File: src/rtl/tree_layer1_reader_pkg.sv
// Shared tree-sensing definitions: reader FSM encoding, default
// geometry, layer-1 RAM constants used by both layer-1 writer and reader.
package tree_layer1_reader_pkg;

    typedef enum logic [1:0] {
        ST_IDLE  = 2'd0,
        ST_READ  = 2'd1,
        ST_DRAIN = 2'd2,
        ST_DONE  = 2'd3
    } rd_state_t;

    localparam int DEF_NUM_COUNTER = 10;
    localparam int DEF_NUM_SLICE   = 3;
    localparam int DEF_DIVISOR     = 3;
    localparam int DEF_ADDR_W      = 10;

    localparam int L1_RAM_WIDTH = 8;
    localparam int L1_RAM_DEPTH = 1024;
    localparam int OUT_CNT_W    = 32;

    localparam int TOTAL = DEF_NUM_COUNTER * DEF_NUM_SLICE;

    function automatic int calc_total(input int nc, input int ns);
        return nc * ns;
    endfunction

endpackage

File: src/rtl/tree_skid_fifo.sv
// Two-entry fall-through FIFO: an empty FIFO presents write data directly.
// Ports: Wr_en/Wr_data in, Rd_valid/Rd_data/Rd_ready out side, Count occupancy.
module tree_skid_fifo #(
    parameter int W = 8
) (
    input  logic         Clk,
    input  logic         Reset_n,
    input  logic         Wr_en,
    input  logic [W-1:0] Wr_data,
    input  logic         Rd_ready,
    output logic         Rd_valid,
    output logic [W-1:0] Rd_data,
    output logic [1:0]   Count
);

    logic [W-1:0] mem [2];
    logic         rd_ptr;
    logic         wr_ptr;
    logic [1:0]   count_q;
    logic         empty;
    logic         push;
    logic         pop;

    assign empty = (count_q == 2'd0);
    // A write into an empty FIFO that is consumed at once is never stored.
    assign push  = Wr_en && !(empty && Rd_ready);
    assign pop   = !empty && Rd_ready;

    assign Rd_valid = !empty || Wr_en;
    assign Count    = count_q;

    always_comb begin
        Rd_data = '0;
        if (!empty)
            Rd_data = mem[rd_ptr];
        else if (Wr_en)
            Rd_data = Wr_data;
    end

    always_ff @(posedge Clk or negedge Reset_n) begin
        if (!Reset_n) begin
            for (int i = 0; i < 2; i++)
                mem[i] <= '0;
            rd_ptr  <= 1'b0;
            wr_ptr  <= 1'b0;
            count_q <= 2'd0;
        end else begin
            if (push) begin
                mem[wr_ptr] <= Wr_data;
                wr_ptr      <= ~wr_ptr;
            end
            if (pop)
                rd_ptr <= ~rd_ptr;
            count_q <= count_q + 2'(push) - 2'(pop);
        end
    end

endmodule

File: src/rtl/tree_layer1_reader.sv
// Reads the whole layer-1 RAM (port B) and streams {index, counter} entries.
// Ports: Start/Busy/Done control, Ram_rden/Ram_addr/Ram_q, Out_* handshake.
module tree_layer1_reader
    import tree_layer1_reader_pkg::*;
#(
    parameter int NUM_COUNTER = DEF_NUM_COUNTER,
    parameter int NUM_SLICE   = DEF_NUM_SLICE,
    parameter int DIVISOR     = DEF_DIVISOR,
    parameter int ADDR_W      = DEF_ADDR_W
) (
    input  logic                    Clk,
    input  logic                    Reset_n,
    input  logic                    Start,
    output logic                    Busy,
    output logic                    Done,
    output logic                    Ram_rden,
    output logic [ADDR_W-1:0]       Ram_addr,
    input  logic [L1_RAM_WIDTH-1:0] Ram_q,
    output logic                    Out_valid,
    input  logic                    Out_ready,
    output logic [ADDR_W-1:0]       Out_index,
    output logic [OUT_CNT_W-1:0]    Out_counter
);

    localparam int TOT = calc_total(NUM_COUNTER, NUM_SLICE);
    localparam int CW  = $clog2(TOT + 1);
    localparam int FW  = ADDR_W + DIVISOR;

    localparam logic [ADDR_W-1:0] LAST  = ADDR_W'(TOT - 1);
    localparam logic [CW-1:0]     TOT_C = CW'(TOT);

    rd_state_t          state;
    rd_state_t          state_nx;
    logic [ADDR_W-1:0]  ptr;
    logic [ADDR_W-1:0]  rd_addr_q;
    logic               inflight;
    logic [CW-1:0]      xfer_cnt;
    logic [CW-1:0]      xfer_nx;
    logic [1:0]         fifo_count;
    logic [1:0]         occ;
    logic               issue;
    logic               start_go;
    logic               xfer;
    logic               fifo_valid;
    logic [FW-1:0]      fifo_wdata;
    logic [FW-1:0]      fifo_rdata;
    logic [L1_RAM_WIDTH-1:0] unused_q;

    assign unused_q = Ram_q;

    // Buffered plus in-flight entries never exceed the two FIFO slots.
    assign occ     = fifo_count + 2'(inflight);
    assign xfer    = fifo_valid && Out_ready;
    assign xfer_nx = xfer_cnt + CW'(xfer);

    always_comb begin
        state_nx = state;
        Done     = 1'b0;
        start_go = 1'b0;
        issue    = 1'b0;
        unique case (state)
            ST_IDLE: begin
                if (Start) begin
                    start_go = 1'b1;
                    state_nx = ST_READ;
                end
            end
            ST_READ: begin
                if (occ < 2'd2) begin
                    issue = 1'b1;
                    if (ptr == LAST)
                        state_nx = ST_DRAIN;
                end
            end
            ST_DRAIN: begin
                // Every entry handed over implies FIFO and RAM pipe are empty.
                if (xfer_nx == TOT_C)
                    state_nx = ST_DONE;
            end
            ST_DONE: begin
                Done     = 1'b1;
                state_nx = ST_IDLE;
            end
        endcase
    end

    always_ff @(posedge Clk or negedge Reset_n) begin
        if (!Reset_n)
            state <= ST_IDLE;
        else
            state <= state_nx;
    end

    always_ff @(posedge Clk or negedge Reset_n) begin
        if (!Reset_n) begin
            ptr       <= '0;
            rd_addr_q <= '0;
            inflight  <= 1'b0;
            xfer_cnt  <= '0;
        end else begin
            inflight <= issue;
            if (start_go) begin
                ptr      <= '0;
                xfer_cnt <= '0;
            end else begin
                if (issue) begin
                    ptr       <= ptr + 1'b1;
                    rd_addr_q <= ptr;
                end
                xfer_cnt <= xfer_nx;
            end
        end
    end

    assign Busy     = (state != ST_IDLE);
    assign Ram_rden = issue;
    assign Ram_addr = issue ? ptr : '0;

    assign fifo_wdata = {rd_addr_q, Ram_q[DIVISOR-1:0]};

    tree_skid_fifo #(
        .W(FW)
    ) u_fifo (
        .Clk      (Clk),
        .Reset_n  (Reset_n),
        .Wr_en    (inflight),
        .Wr_data  (fifo_wdata),
        .Rd_ready (Out_ready),
        .Rd_valid (fifo_valid),
        .Rd_data  (fifo_rdata),
        .Count    (fifo_count)
    );

    assign Out_valid   = fifo_valid;
    assign Out_index   = fifo_rdata[FW-1:DIVISOR];
    assign Out_counter = {{(OUT_CNT_W-DIVISOR){1'b0}}, fifo_rdata[DIVISOR-1:0]};

endmodule

File: config.mk
export PLATFORM = sky130hd
export DESIGN_NAME = tree_layer1_reader
export DESIGN_NICKNAME = d
export VERILOG_FILES = /design/src/rtl/tree_layer1_reader_pkg.sv /design/src/rtl/tree_skid_fifo.sv /design/src/rtl/tree_layer1_reader.sv
export SDC_FILE = /design/constraint.sdc
export NUM_CORES = 1
export LEC_CHECK = 0
export ABC_AREA = 1
export CAP_MARGIN = 20
export CELL_PAD_IN_SITES_DETAIL_PLACEMENT = 1
export CELL_PAD_IN_SITES_GLOBAL_PLACEMENT = 1
export CORE_MARGIN = 10
export CORE_UTILIZATION = 38
export CTS_CLUSTER_DIAMETER = 50
export DETAILED_ROUTE_END_ITERATION = 8
export PLACE_DENSITY = 0.81
export SYNTH_ARGS = -nofsm -noshare
export SYNTH_HDL_FRONTEND = slang
export SYNTH_SLANG_ARGS = --single-unit
File: constraint.sdc
create_clock -name Clk -period 2.87 [get_ports Clk]
set_input_delay 0.574 -clock Clk [delete_from_list [all_inputs] [get_ports Clk]]
set_output_delay 0.574 -clock Clk [all_outputs]
set_load 0.01 [all_outputs]
# Yosys cells after proc, flatten, opt, wreduce, memory -nomap -nowiden
# Index checks and enable logic that the tools add are counted.
[totals] register_bits=58 input_bits=12 out_inout_bits=56 word_cells=69
[classes] addsub=5 n_lt_le_gt_ge=4 n_eq_ne=9 n_mux=22 n_bitwise=5 reduce_logical=14
[ops] cell="two-way mux 13 bit" count=6
[ops] cell="two-way mux 10 bit" count=3
[ops] cell="bitwise mux 26 bit" count=1
[ops] cell="demux 13 bit (select 1 bit)" count=1
[ops] cell="adder 10 x 1 -> 10 bit, second input constant" count=1
[ops] cell="equality test 10 x 5 -> 1 bit, second input constant" count=1
[ops] cell="two-way mux 2 bit" count=4
[ops] cell="inequality test 2 bit, second input constant" count=4
[ops] cell="one-hot mux 2 bit (4 select lines)" count=1
[ops] cell="adder 5 x 1 -> 5 bit" count=1
[ops] cell="equality test 5 bit, second input constant" count=1
[ops] cell="logical AND 1 bit" count=5
[ops] cell="two-way mux 1 bit" count=5
[ops] cell="two-way mux 5 bit" count=1
[ops] cell="adder 2 x 1 -> 2 bit" count=2
[ops] cell="equality test 2 bit, second input constant" count=2
[ops] cell="greater-or-equal comparator 2 bit, second input constant" count=2
[ops] cell="logical NOT 2 bit" count=2
[ops] cell="NOT 1 -> 2 bit" count=2
[ops] cell="AND reduction 4 bit" count=1
[ops] cell="nonzero test 2 bit" count=2
[ops] cell="NOT 1 bit" count=3
[ops] cell="equality test 2 x 1 -> 1 bit, second input constant" count=1
[ops] cell="logical NOT 1 bit" count=2
[ops] cell="5 further kinds" count=5

# Depth between registers and ports, before layout
# Gate-level depths: netlist of run 1.
[depth] depth_word=8 ltp_mapped=14 ltp_nobuf=13

# Hierarchy
# A second synthesis of run 1 with hierarchy kept.
[unflattened] hier_cells=423 hier_area_um2=3399.5
[by_module_without_submodules] mod="tree_layer1_reader" n_inst=1 cells_per_inst=223 area_per_inst_um2=1805.5
[by_module_without_submodules] mod="tree_skid_fifo" n_inst=1 cells_per_inst=200 area_per_inst_um2=1594.0

# Worst setup path after synthesis of run 1
# No wires, ideal clock.
[synth_path] path_type="reg-to-reg" start="reg u_fifo.count_q[0] (netlist: u_fifo.Count[0])" end="reg state[0]" setup_time_ps=117 t_arrival_ps=1985 required_ps=2753 slack_ps=768 path_stages_with_launch=13 period_less_slack_ps=2102 cell_sequence="dfrtp_1 -> nor2_4 -> clkbuf_1 -> a21oi_1 -> ha_1 -> ha_1 -> nand2_1 -> nor2_1 -> nand3_1 -> nand2_1 -> nand3_1 -> nand2_1 -> nand2_1"
[synth_between] elab_chain_cells=8
[synth_rtl] element="from (decl)" line="tree_skid_fifo.sv:19" text="logic [1:0] count_q;"
[synth_rtl] element="from (signal assigned)" line="tree_skid_fifo.sv:54" text="count_q <= count_q + 2'(push) - 2'(pop);"
[synth_rtl] element="logical NOT 2 bit" line="tree_skid_fifo.sv:24" text="assign empty = (count_q == 2'd0);"
[synth_rtl] element="logical NOT 1 bit" line="tree_skid_fifo.sv:29" text="assign Rd_valid = !empty || Wr_en;"
[synth_rtl] element="logical OR 1 bit" line="tree_skid_fifo.sv:29"
[synth_rtl] element="logical AND 1 bit" line="tree_layer1_reader.sv:53" text="assign xfer = fifo_valid && Out_ready;"
[synth_rtl] element="adder 5 x 1 -> 5 bit" line="tree_layer1_reader.sv:54" text="assign xfer_nx = xfer_cnt + CW'(xfer);"
[synth_rtl] element="equality test 5 bit" line="tree_layer1_reader.sv:77" text="if (xfer_nx == TOT_C)"
[synth_rtl] element="inequality test 2 bit (no line)"
[synth_rtl] element="AND reduction 4 bit (no line) *"
[synth_rtl] element="to (signal assigned)" line="tree_layer1_reader.sv:91" text="state <= state_nx;"
[synth_rtl] element="to (decl)" line="tree_layer1_reader.sv:32" text="rd_state_t state;"
# Every way passes the cells marked *; elsewhere a longest branch is shown, timed or not.
# A chain may end at the register's enable or synchronous reset.

# Final worst setup path of run 1
[layout_path] start="reg u_fifo.rd_ptr" end="out Out_index[4]"
[layout_between] elab_chain_cells=5
[layout_rtl] element="from (decl)" line="tree_skid_fifo.sv:17" text="logic rd_ptr;"
[layout_rtl] element="from (signal assigned)" line="tree_skid_fifo.sv:53" text="rd_ptr <= ~rd_ptr;"
[layout_rtl] element="NOT 1 -> 2 bit (not written as such)" line="tree_skid_fifo.sv:35" text="Rd_data = mem[rd_ptr];"
[layout_rtl] element="two-way mux 13 bit (not written as such) (3 in series)" line="tree_skid_fifo.sv:35"
[layout_rtl] element="two-way mux 13 bit" line="tree_skid_fifo.sv:34" text="if (!empty)"
[layout_rtl] element="to (decl)" line="tree_layer1_reader.sv:21" text="output logic [ADDR_W-1:0] Out_index,"
# No other way between the ends. The select of a mux whose other input is x is not followed.

==> results of run 1 <==
per-layer routing:
| metal | part of all wire | routed length [um] | up-vias |
|---|---|---|---|
| li1 | - | - | 1262 |
| met1 | 0.44 | 3540 | 1276 |
| met2 | 0.48 | 3860 | 49 |
| met3 | 0.061 | 490 | 9 |
| met4 | 0.014 | 111 | 0 |
| met5 | 0 | 0 | - |
critical path, cell delays in order (launching register included):
cell	delay, ns
dfrtp_1	0.38
inv_1	0.35
nor2_1	0.10
o32ai_1	0.37
clkdlybuf4s50_1	0.62
metrics by stage:
stage	area [um^2]	hold WS (ns)
after floorplan	3400	0.278
after global placement	3580	0.465
after detailed placement	3580	0.473
after CTS	3800	0.113
after global routing	3800	0.119
final	3800	0.126
layout make-up:
class	instances	share of cell area
clock buffer	11	0.0372
inverter	45	0.0444
timing repair buffer	38	0.0954
clock inverter	5	0.0204
tap	105	0.0346
sequential	58	0.382
multi-input combinational	268	0.386
flip-flops by register name, summed over array words and instances (netlist names):
register	flops
u_fifo.wr_ptr	1
ptr	10
rd_addr_q	10
u_fifo.mem	26
xfer_cnt	5
inflight	1
u_fifo.rd_ptr	1
state	2
u_fifo.Count	2
synth_stat cells, drive strengths merged (2+ instances only):
| cell type | number | area share |
|---|---|---|
| nand2 | 74 | 0.092 |
| dfrtp | 58 | 0.44 |
| nor2 | 57 | 0.070 |
| inv | 45 | 0.051 |
| o21ai | 43 | 0.095 |
| buf | 37 | 0.090 |
| nand3 | 13 | 0.021 |
| o32ai | 13 | 0.035 |
| ha | 11 | 0.042 |
| a21oi | 6 | 0.013 |
| nand4 | 6 | 0.011 |
| nor3 | 5 | 0.0091 |
| xor2 | 4 | 0.011 |
| clkbuf | 3 | 0.0034 |
| o22ai | 2 | 0.0038 |
| or2 | 2 | 0.0038 |
report_power, final:
group          switching (uW)  internal [uW]  total [uW]
sequential                150            998        1150
clock                     340            510         849
combinational             934            630        1560
total                    1420           2140        3560
worst max-delay path by stage:
stage                                    from              endpoint  slack (ns)  cells past startpoint
floorplan           u_fifo.Count[0]$_DFF_PN0_  state[0]$_DFFE_PN0P_        0.77                     12
global placement                    Out_ready  state[1]$_DFFE_PN0P_        0.36                     14
detailed placement                  Out_ready  state[0]$_DFFE_PN0P_        0.28                     14
CTS                      state[1]$_DFFE_PN0P_              Ram_rden        0.16                      5
global route             state[1]$_DFFE_PN0P_              Ram_rden        0.05                      5
finish              u_fifo.rd_ptr$_DFFE_PN0P_          Out_index[4]        0.15                      4
logic make-up (layout without fill, tap and decap cells):
family,after synthesis,in the layout
compound gates,66,66
xor+xnor,5,5
buf+inv,85,99
simple gates,157,157
other cells,1,29
fa+ha+maj,11,11
flops,58,58
==> run_results.csv, run 1 <==
group,metric,value,unit
setup_path,r2r_end,"state[0]$_DFFE_PN0P_",
synthesis,synth_area,3290,um^2
synthesis,synth_area_per_cell,8.59,um^2
place,port_buffers,33,
setup_path,critical_path_class,"reg2out",
route,drtIter0Drc,78,
cts,clock_path_buffers,2,
sta,setup_viol,0,
setup_path,end_kind,"output port",
final_layout,seqCellArea,1450,um^2
final_layout,layout_commonest_cell,"nand2_1",
final_layout,finalNonFillerCells,530,
global_routing,grt_use_met3,0.0491,
sta,fin_skew,0.00499,ns
cts,htreeDepth,3,
final_layout,multiInputGateArea,1470,um^2
sta,worst_slack,0.152,ns
setup_path,critical_path_required,2.30,ns
synthesis,synthXorXnorAreaFrac,0.0133,
sta,hold_viol,0,
die,die_x,113,um
sta,slew_viol_final,0,
place,dpl.cell_count,514,
global_routing,use_met1,0.156,
power_and_ir_drop,powerDensity,937,nW/um^2
run,cap_violations,0,
synthesis,async_reset_ff_frac,1.00,
worst_hold_path,hold_path.class,"in2async",
die,ios,68,
synthesis,synth_fa_ha_area_frac,0.0418,
die,start_util,0.395,
sta,rsz0062_at_grt,"no",
global_routing,grt_use_met2,0.204,
synthesis,synth-simple-area-share,0.208,
synthesis,muxShareOfSynthArea,0,
route,wl_per_cell,15.1,um
place,gp_congestion,0.839,
setup_path,r2r_cells,13,
cts,cts_tree,"done",
route,wl,8000,um
global_routing,grt_use_total,0.129,
synthesis,ys_ff_latch,58,
final_layout,drive_gt1_frac,0.141,
place,dp_hpwl,5740,um
sta,fin_crit_sh,0.947,
final_layout,fillers,1002,
synthesis,yosysWarnings,0,
synthesis,synth-compound-area-share,0.150,
route,dr.pass1.iters,4,
die,core,8340,um^2
synthesis,synth_top_family_by_area,"simple AND/OR/NAND/NOR gates",
sta,fmax,368,MHz
route,drc,0,
die,die_area,12800,um^2
final_layout,final_cell_mix,"nand2_1, dfrtp_1, nor2_1, inv_1, clkdlybuf4s50_1",
die,row_count,33,
place,pre_cts_ws,0.280,ns
setup_path,r2r_setup_slack,0.70,ns
cts,cts-root-buf,"clkbuf_8",
die,die-height,113,um
synthesis,syn_inst,383,
cts,cts_buffers,9,
cts,cts.sinks,58,
synthesis,yosysUniqueCellTypes,31,
route,ant_nets,0,
setup_path,cp_max_fo,13,
synthesis,synth_edf_count,0,
cts,postCtsHoldBufs,0,
setup_path,arrival,2.14,ns
sta,min_period,2.72,ns
route,vias,2596,
final_layout,antennaDiodeCount,0,
global_routing,grt_max_degree,27,
global_routing,grt-ovfl-total,0,
cts,clkTransAtPathRegs,0.07,ns
power_and_ir_drop,vdd.ir_drop.worst,0.406,mV
final_layout,area_growth,15.6,%
synthesis,ys.flop_type,"dfrtp_1",
synthesis,ys_seq_area_frac,0.441,
cts,cts_setup_buffers,0,
setup_path,startpoint_type,"flip-flop",
global_routing,grt_pass1_vias,2728,
route,via_per_inst,4.90,
cts,cts_resized,0,
global_routing,grt_antenna_before_repair,0,
final_layout,post-route-util,0.456,
power_and_ir_drop,leakage,0.00175,uW
global_routing,grt_first_pass_wirelength,13600,um
power_and_ir_drop,power,3560,uW
global_routing,top_usage_layer,"met2",
cts,clk_latency,0.33,ns
final_layout,fin_nets,443,
sta,tns,0,ns
status,status,"completed",
setup_path,r2r-start,"u_fifo.Count[0]$_DFF_PN0_",
No activity file was read; power rests on OpenSTA's default activity.
==> inputs of run 2 (changes only) <==
ABC_AREA = not set   (was 1)
CORE_UTILIZATION = 40   (was 38)
PLACE_DENSITY = 0.82   (was 0.81)
SKIP_CTS_REPAIR_TIMING = 1   (was not set)
==> run_results.csv, run 2 <==
group,metric,value,unit
status,status,"completed",
global_routing,grt_pass1_vias,2330,
sta,fin_skew,0.00717,ns
sta,worst_slack,0.152,ns
cts,clkTransAtPathRegs,0.07,ns
sta,slew_viol_final,0,
setup_path,r2r_setup_slack,0.32,ns
setup_path,end_kind,"output port",
sta,hold_viol,0,
die,ios,68,
synthesis,synth_top_area_cell,"dfrtp_1",
die,die_area,11700,um^2
die,core,7650,um^2
sta,setup_viol,0,
sta,slew_headroom,0.484,
synthesis,synthXorXnorAreaFrac,0.0449,
final_layout,antennaDiodeCount,0,
synthesis,synth_area_per_cell,11.1,um^2
place,gp_congestion,0.767,
final_layout,largest_reg_flops,26,
final_layout,area_growth,20.3,%
synthesis,syn_inst,282,
global_routing,grt_antenna_before_repair,0,
worst_hold_path,hold_path.class,"in2async",
final_layout,final_cell_mix,"dfrtp_1, mux2_2, clkdlybuf4s50_1, conb_1, nand3_1",
sta,fin_crit_sh,0.947,
route,vias,2136,
synthesis,muxShareOfSynthArea,0.168,
route,via_per_inst,4.98,
route,drc,0,
final_layout,fin_nets,345,
synthesis,synth_fa_ha_area_frac,0.0441,
final_layout,top_register,"u_fifo.mem",
route,dr.pass1.iters,4,
synthesis,synth-simple-area-share,0.119,
final_layout,layout_commonest_cell,"dfrtp_1",
power_and_ir_drop,powerDensity,1040,nW/um^2
place,port_buffers,33,
setup_path,arrival,2.14,ns
synthesis,ys_ff_latch,58,
sta,tightestPinTransition,0.774,ns
run,cap_violations,0,
setup_path,critical_path_class,"reg2out",
sta,fmax,368,MHz
synthesis,synth_area,3120,um^2
die,start_util,0.408,
power_and_ir_drop,vdd.ir_drop.worst,0.324,mV
synthesis,synth.top_cells.by_count,"dfrtp_1, mux2_2, buf_4",
setup_path,r2r-start,"u_fifo.Count[0]$_DFF_PN0_",
route,ant_nets,0,
sta,tns,0,ns
synthesis,yosys-top-cells-area,"dfrtp_1, mux2_2, buf_4, ha_1, mux2i_1",
route,wl,7430,um
synthesis,async_reset_ff_frac,1.00,
cts,cts-root-buf,"clkbuf_8",
synthesis,synthMostInstantiatedCell,"dfrtp_1",
synthesis,yosysUniqueCellTypes,36,
setup_path,r2r_end,"state[1]$_DFFE_PN0P_",
final_layout,drive_gt1_frac,0.211,
cts,cts_buffers,9,
global_routing,grt-ovfl-total,0,
place,dp_hpwl,5200,um
synthesis,synth_top_area_frac,0.465,
synthesis,ys_seq_area_frac,0.465,
power_and_ir_drop,leakage,0.00174,uW
synthesis,synth_edf_count,0,
setup_path,critical_path_required,2.30,ns
setup_path,cp_max_fo,11,
die,die-height,108,um
cts,clk_latency,0.34,ns
synthesis,ys.flop_type,"dfrtp_1",
final_layout,largestRegisters,"u_fifo.mem (26), ptr (10), rd_addr_q (10)",
synthesis,synth-compound-area-share,0.0569,
cts,clock_path_buffers,2,
place,dpl.cell_count,411,
synthesis,synth_top_family_by_area,"multiplexers",
cts,cts.sinks,58,
global_routing,grt_first_pass_wirelength,12000,um
final_layout,post-route-util,0.491,
global_routing,grt_max_degree,34,
final_layout,finalNonFillerCells,429,
die,row_count,32,
cts,cts_tree,"done",
setup_path,startpoint_type,"flip-flop",
setup_path,r2r_cells,9,
die,die_x,108,um
route,drtIter0Drc,65,
cts,htreeDepth,3,
sta,min_period,2.72,ns
global_routing,grt_use_total,0.132,
route,wl_per_cell,17.3,um
synthesis,yosysWarnings,0,
sta,rsz0062_at_grt,"no",
final_layout,fillers,859,
place,pre_cts_ws,0.184,ns
[run 2: changes by cell type after synthesis, moves of 6 or more]
cell | before | now
xnor2_1 | 1 | 8
nor2_1 | 54 | 15
inv_1 | 44 | 10
o32ai_1 | 13 | 0
o21ai_2 | 26 | 0
nand2_1 | 70 | 8
mux2_2 | 0 | 34
buf_6 | 6 | 0
and2_1 | 0 | 9
mux2i_1 | 0 | 13
[run 2: how the worst max path moves through the flow]
stage | startpoint | to | slack, ns | cells after the start
3_5_place_dp | Out_ready | state[1]$_DFFE_PN0P_ | 0.18 | 9
5_1_grt | u_fifo.Count[1]$_DFF_PN0_ | Ram_addr[6] | 0.007 | 5
6_report | u_fifo.Count[1]$_DFF_PN0_ | Ram_addr[0] | 0.15 | 5
3_3_place_gp | Out_ready | state[1]$_DFFE_PN0P_ | 0.23 | 9
4_1_cts | state[1]$_DFFE_PN0P_ | Ram_addr[0] | -0.05 | 6
2_1_floorplan | inflight$_DFF_PN0_ | state[1]$_DFFE_PN0P_ | 0.41 | 10
[run 2: cell type report]
| type | count | area, um^2 | area share |
|---|---|---|---|
| Tap cell | 102 | 128 | 0.0340 |
| Inverter | 10 | 41.3 | 0.0110 |
| Multi-Input combinational cell | 200 | 1470 | 0.392 |
| Clock buffer | 12 | 155 | 0.0413 |
| Timing Repair Buffer | 43 | 413 | 0.110 |
| Sequential cell | 58 | 1450 | 0.386 |
| Clock inverter | 4 | 97.6 | 0.0260 |
[run 2: kinds of logic after synthesis]
group / Yosys count
xor gates and xnor gates: 16
muxes: 48
DFF: 58
buffers and inverters: 52
and+or+nand+nor: 71
adders and majority gates: 11
other: 1
AOI/OAI and AO/OA: 25
[run 2: per-stage QoR]
stage,hold slack [ns],total power [uW],area (um^2)
after floorplan,0.278,2330,3230
after global placement,0.480,2800,3480
after detailed placement,0.485,2910,3480
after CTS,0.321,3910,3730
after global routing,0.357,4150,3760
final,0.309,3890,3760
[run 2: routing by layer]
metal | vias to the layer above | wire length (um) | GRT usage
met3 | 12 | 405 | 0.0434
met4 | 0 | 131 | 0.0621
li1 | 984 | - | -
met1 | 1096 | 2970 | 0.142
met2 | 44 | 3920 | 0.231
met5 | - | 0 | 0
[run 2: critical path: stages, from the launching register on]
cell and delay (ns):
dfrtp_1 0.44, nand3b_1 0.30, nand3_4 0.19, clkinvlp_4 0.19, and2_1 0.21, clkdlybuf4s50_1 0.48
[run 2: where the power goes]
| group | switching (uW) | internal, uW |
|---|---|---|
| combinational | 754 | 801 |
| clock | 335 | 625 |
| sequential | 266 | 1110 |
| total | 1350 | 2540 |
==> inputs of run 3 (changes only) <==
CORE_UTILIZATION = 49   (was 40)
DONT_BUFFER_PORTS = 1   (was not set)
PLACE_DENSITY = 0.8   (was 0.82)
==> run_results.csv, run 3 (synthesized netlist as in run 2, its figures left out) <==
group,metric,value,unit
cts,cts_tree,"done",
route,wl,6620,um
final_layout,antennaDiodeCount,0,
place,dpl.cell_count,352,
final_layout,fillers,698,
power_and_ir_drop,clkPwrFrac,0.228,
final_layout,seqCellArea,1450,um^2
sta,fmax,396,MHz
setup_path,end_kind,"flip-flop",
cts,cts-root-buf,"clkbuf_8",
sta,rsz0062_at_grt,"no",
run,cap_violations,0,
power_and_ir_drop,vdd.ir_drop.worst,0.538,mV
final_layout,multiInputGateArea,1460,um^2
worst_hold_path,hold_path.class,"in2async",
global_routing,grt_first_pass_wirelength,10900,um
setup_path,slowest_delay,0.42,ns
route,ant_nets,0,
global_routing,grt_antenna_before_repair,0,
final_layout,finalNonFillerCells,369,
sta,tightestPinTransition,0.595,ns
final_layout,area_growth,6.65,%
setup_path,crit_chain,"or3_1 > and2_1 > ha_1 > ha_1 > nand2_1 > nor2_1 > nand4b_1 > a31oi_2 > mux2_1",
die,die_x,99.8,um
die,ios,68,
sta,slew_headroom,0.602,
setup_path,cp_max_fo,5,
global_routing,grt-ovfl-total,0,
cts,clock_path_buffers,2,
cts,htreeDepth,3,
setup_path,critical_path_class,"reg2reg",
sta,slew_viol_final,0,
sta,setup_viol,0,
die,core,6280,um^2
final_layout,final_cell_mix,"dfrtp_1, mux2_2, conb_1, nand3_1, o21ai_0",
power_and_ir_drop,p_switching,1250,uW
die,start_util,0.498,
power_and_ir_drop,leakage,0.00161,uW
setup_path,slowest_stage,"dfrtp_1",
final_layout,drive_gt1_frac,0.223,
setup_path,startpoint_type,"flip-flop",
power_and_ir_drop,p_seq_frac,0.403,
cts,clkTransAtPathRegs,0.07,ns
sta,tns,0,ns
cts,clk_latency,0.33,ns
sta,hold_viol,0,
place,pre_cts_ws,0.336,ns
sta,fin_crit_sh,0.881,
sta,fin_skew,0.00618,ns
global_routing,grt_pass1_vias,2160,
global_routing,grt_use_total,0.137,
status,status,"completed",
route,vias,1982,
final_layout,top_register,"u_fifo.mem",
place,port_buffers,0,
sta,min_period,2.53,ns
final_layout,layout_commonest_cell,"dfrtp_1",
route,wl_per_cell,17.9,um
setup_path,path_common_cell,"ha_1",
die,die-height,99.8,um
route,drtIter0Drc,64,
die,row_count,29,
power_and_ir_drop,swShare,0.371,
sta,worst_slack,0.342,ns
route,drc,0,
global_routing,grt_max_degree,59,
place,gp_congestion,0.761,
setup_path,arrival,2.74,ns
die,die_area,9970,um^2
power_and_ir_drop,powerDensity,1010,nW/um^2
final_layout,largest_reg_flops,26,
setup_path,critical_path_required,3.09,ns
power_and_ir_drop,p_int,2120,uW
route,via_per_inst,5.37,
cts,cts_buffers,9,
power_and_ir_drop,power_frac_comb,0.370,
route,dr.pass1.iters,4,
final_layout,largestRegisters,"u_fifo.mem (26), ptr (10), rd_addr_q (10)",
place,dp_hpwl,4700,um
cts,cts.sinks,58,
final_layout,fin_nets,310,
-- run 3: through the flow --
step	util	cell area (um^2)	hold slack, ns	total power [uW]
3_5_place_dp	0.494	3100	0.280	2630
2_1_floorplan	-	3230	0.278	2330
3_3_place_gp	0.494	3100	0.281	2540
4_1_cts	0.526	3300	-0.0855	3420
5_1_grt	0.531	3330	0.113	3630
6_report	0.531	3330	0.0963	3380
-- run 3: path summary, 6_finish.rpt --
check,start,endpoint,slack [ns],depth (start not counted)
min,Reset_n,u_fifo.mem[16]$_DFFE_PN0P_,0.1,1
max reg2reg,u_fifo.Count[0]$_DFF_PN0_,state[1]$_DFFE_PN0P_,0.34,9
min reg2reg,u_fifo.wr_ptr$_DFFE_PN0P_,u_fifo.wr_ptr$_DFFE_PN0P_,0.49,1
max in group asynchronous,Reset_n,u_fifo.mem[21]$_DFFE_PN0P_,2.52,1
max,u_fifo.Count[0]$_DFF_PN0_,state[1]$_DFFE_PN0P_,0.34,9
min in group Clk,Ram_q[2],u_fifo.mem[2]$_DFFE_PN0P_,0.39,1
-- run 3: power by group through the flow --
stage | clock [uW] | combinational (uW) | sequential [uW]
CTS | 792 | 1260 | 1360
global placement | 0 | 1190 | 1350
finish | 769 | 1250 | 1360
detailed placement | 0 | 1260 | 1380
floorplan | 0 | 1050 | 1280
global route | 823 | 1400 | 1410
-- run 3: final cells by class --
cell class                 instances  share of cell area
inverter                          10              0.0113
sequential                        58               0.436
clock inverter                     5              0.0158
tap                               77              0.0289
timing repair buffer               8              0.0240
multi-input combinational        200               0.439
clock buffer                      11              0.0455
-- run 3: critical path: cells and delay by family (launching register included) --
| kind | cells | cell delay, ns |
|---|---|---|
| DFF | 1 | 0.42 |
| muxes | 1 | 0.33 |
| AOI/OAI and AO/OA | 1 | 0.25 |
| adders and majority gates | 2 | 0.51 |
| and+or+nand+nor | 5 | 0.89 |
-- run 3: metal layers --
metal,vias to the layer above,GRT usage,share of wire
met5,-,0,0
met1,1010,0.165,0.42
met2,42,0.214,0.49
li1,919,-,-
met4,0,0.0662,0.016
met3,11,0.0474,0.069
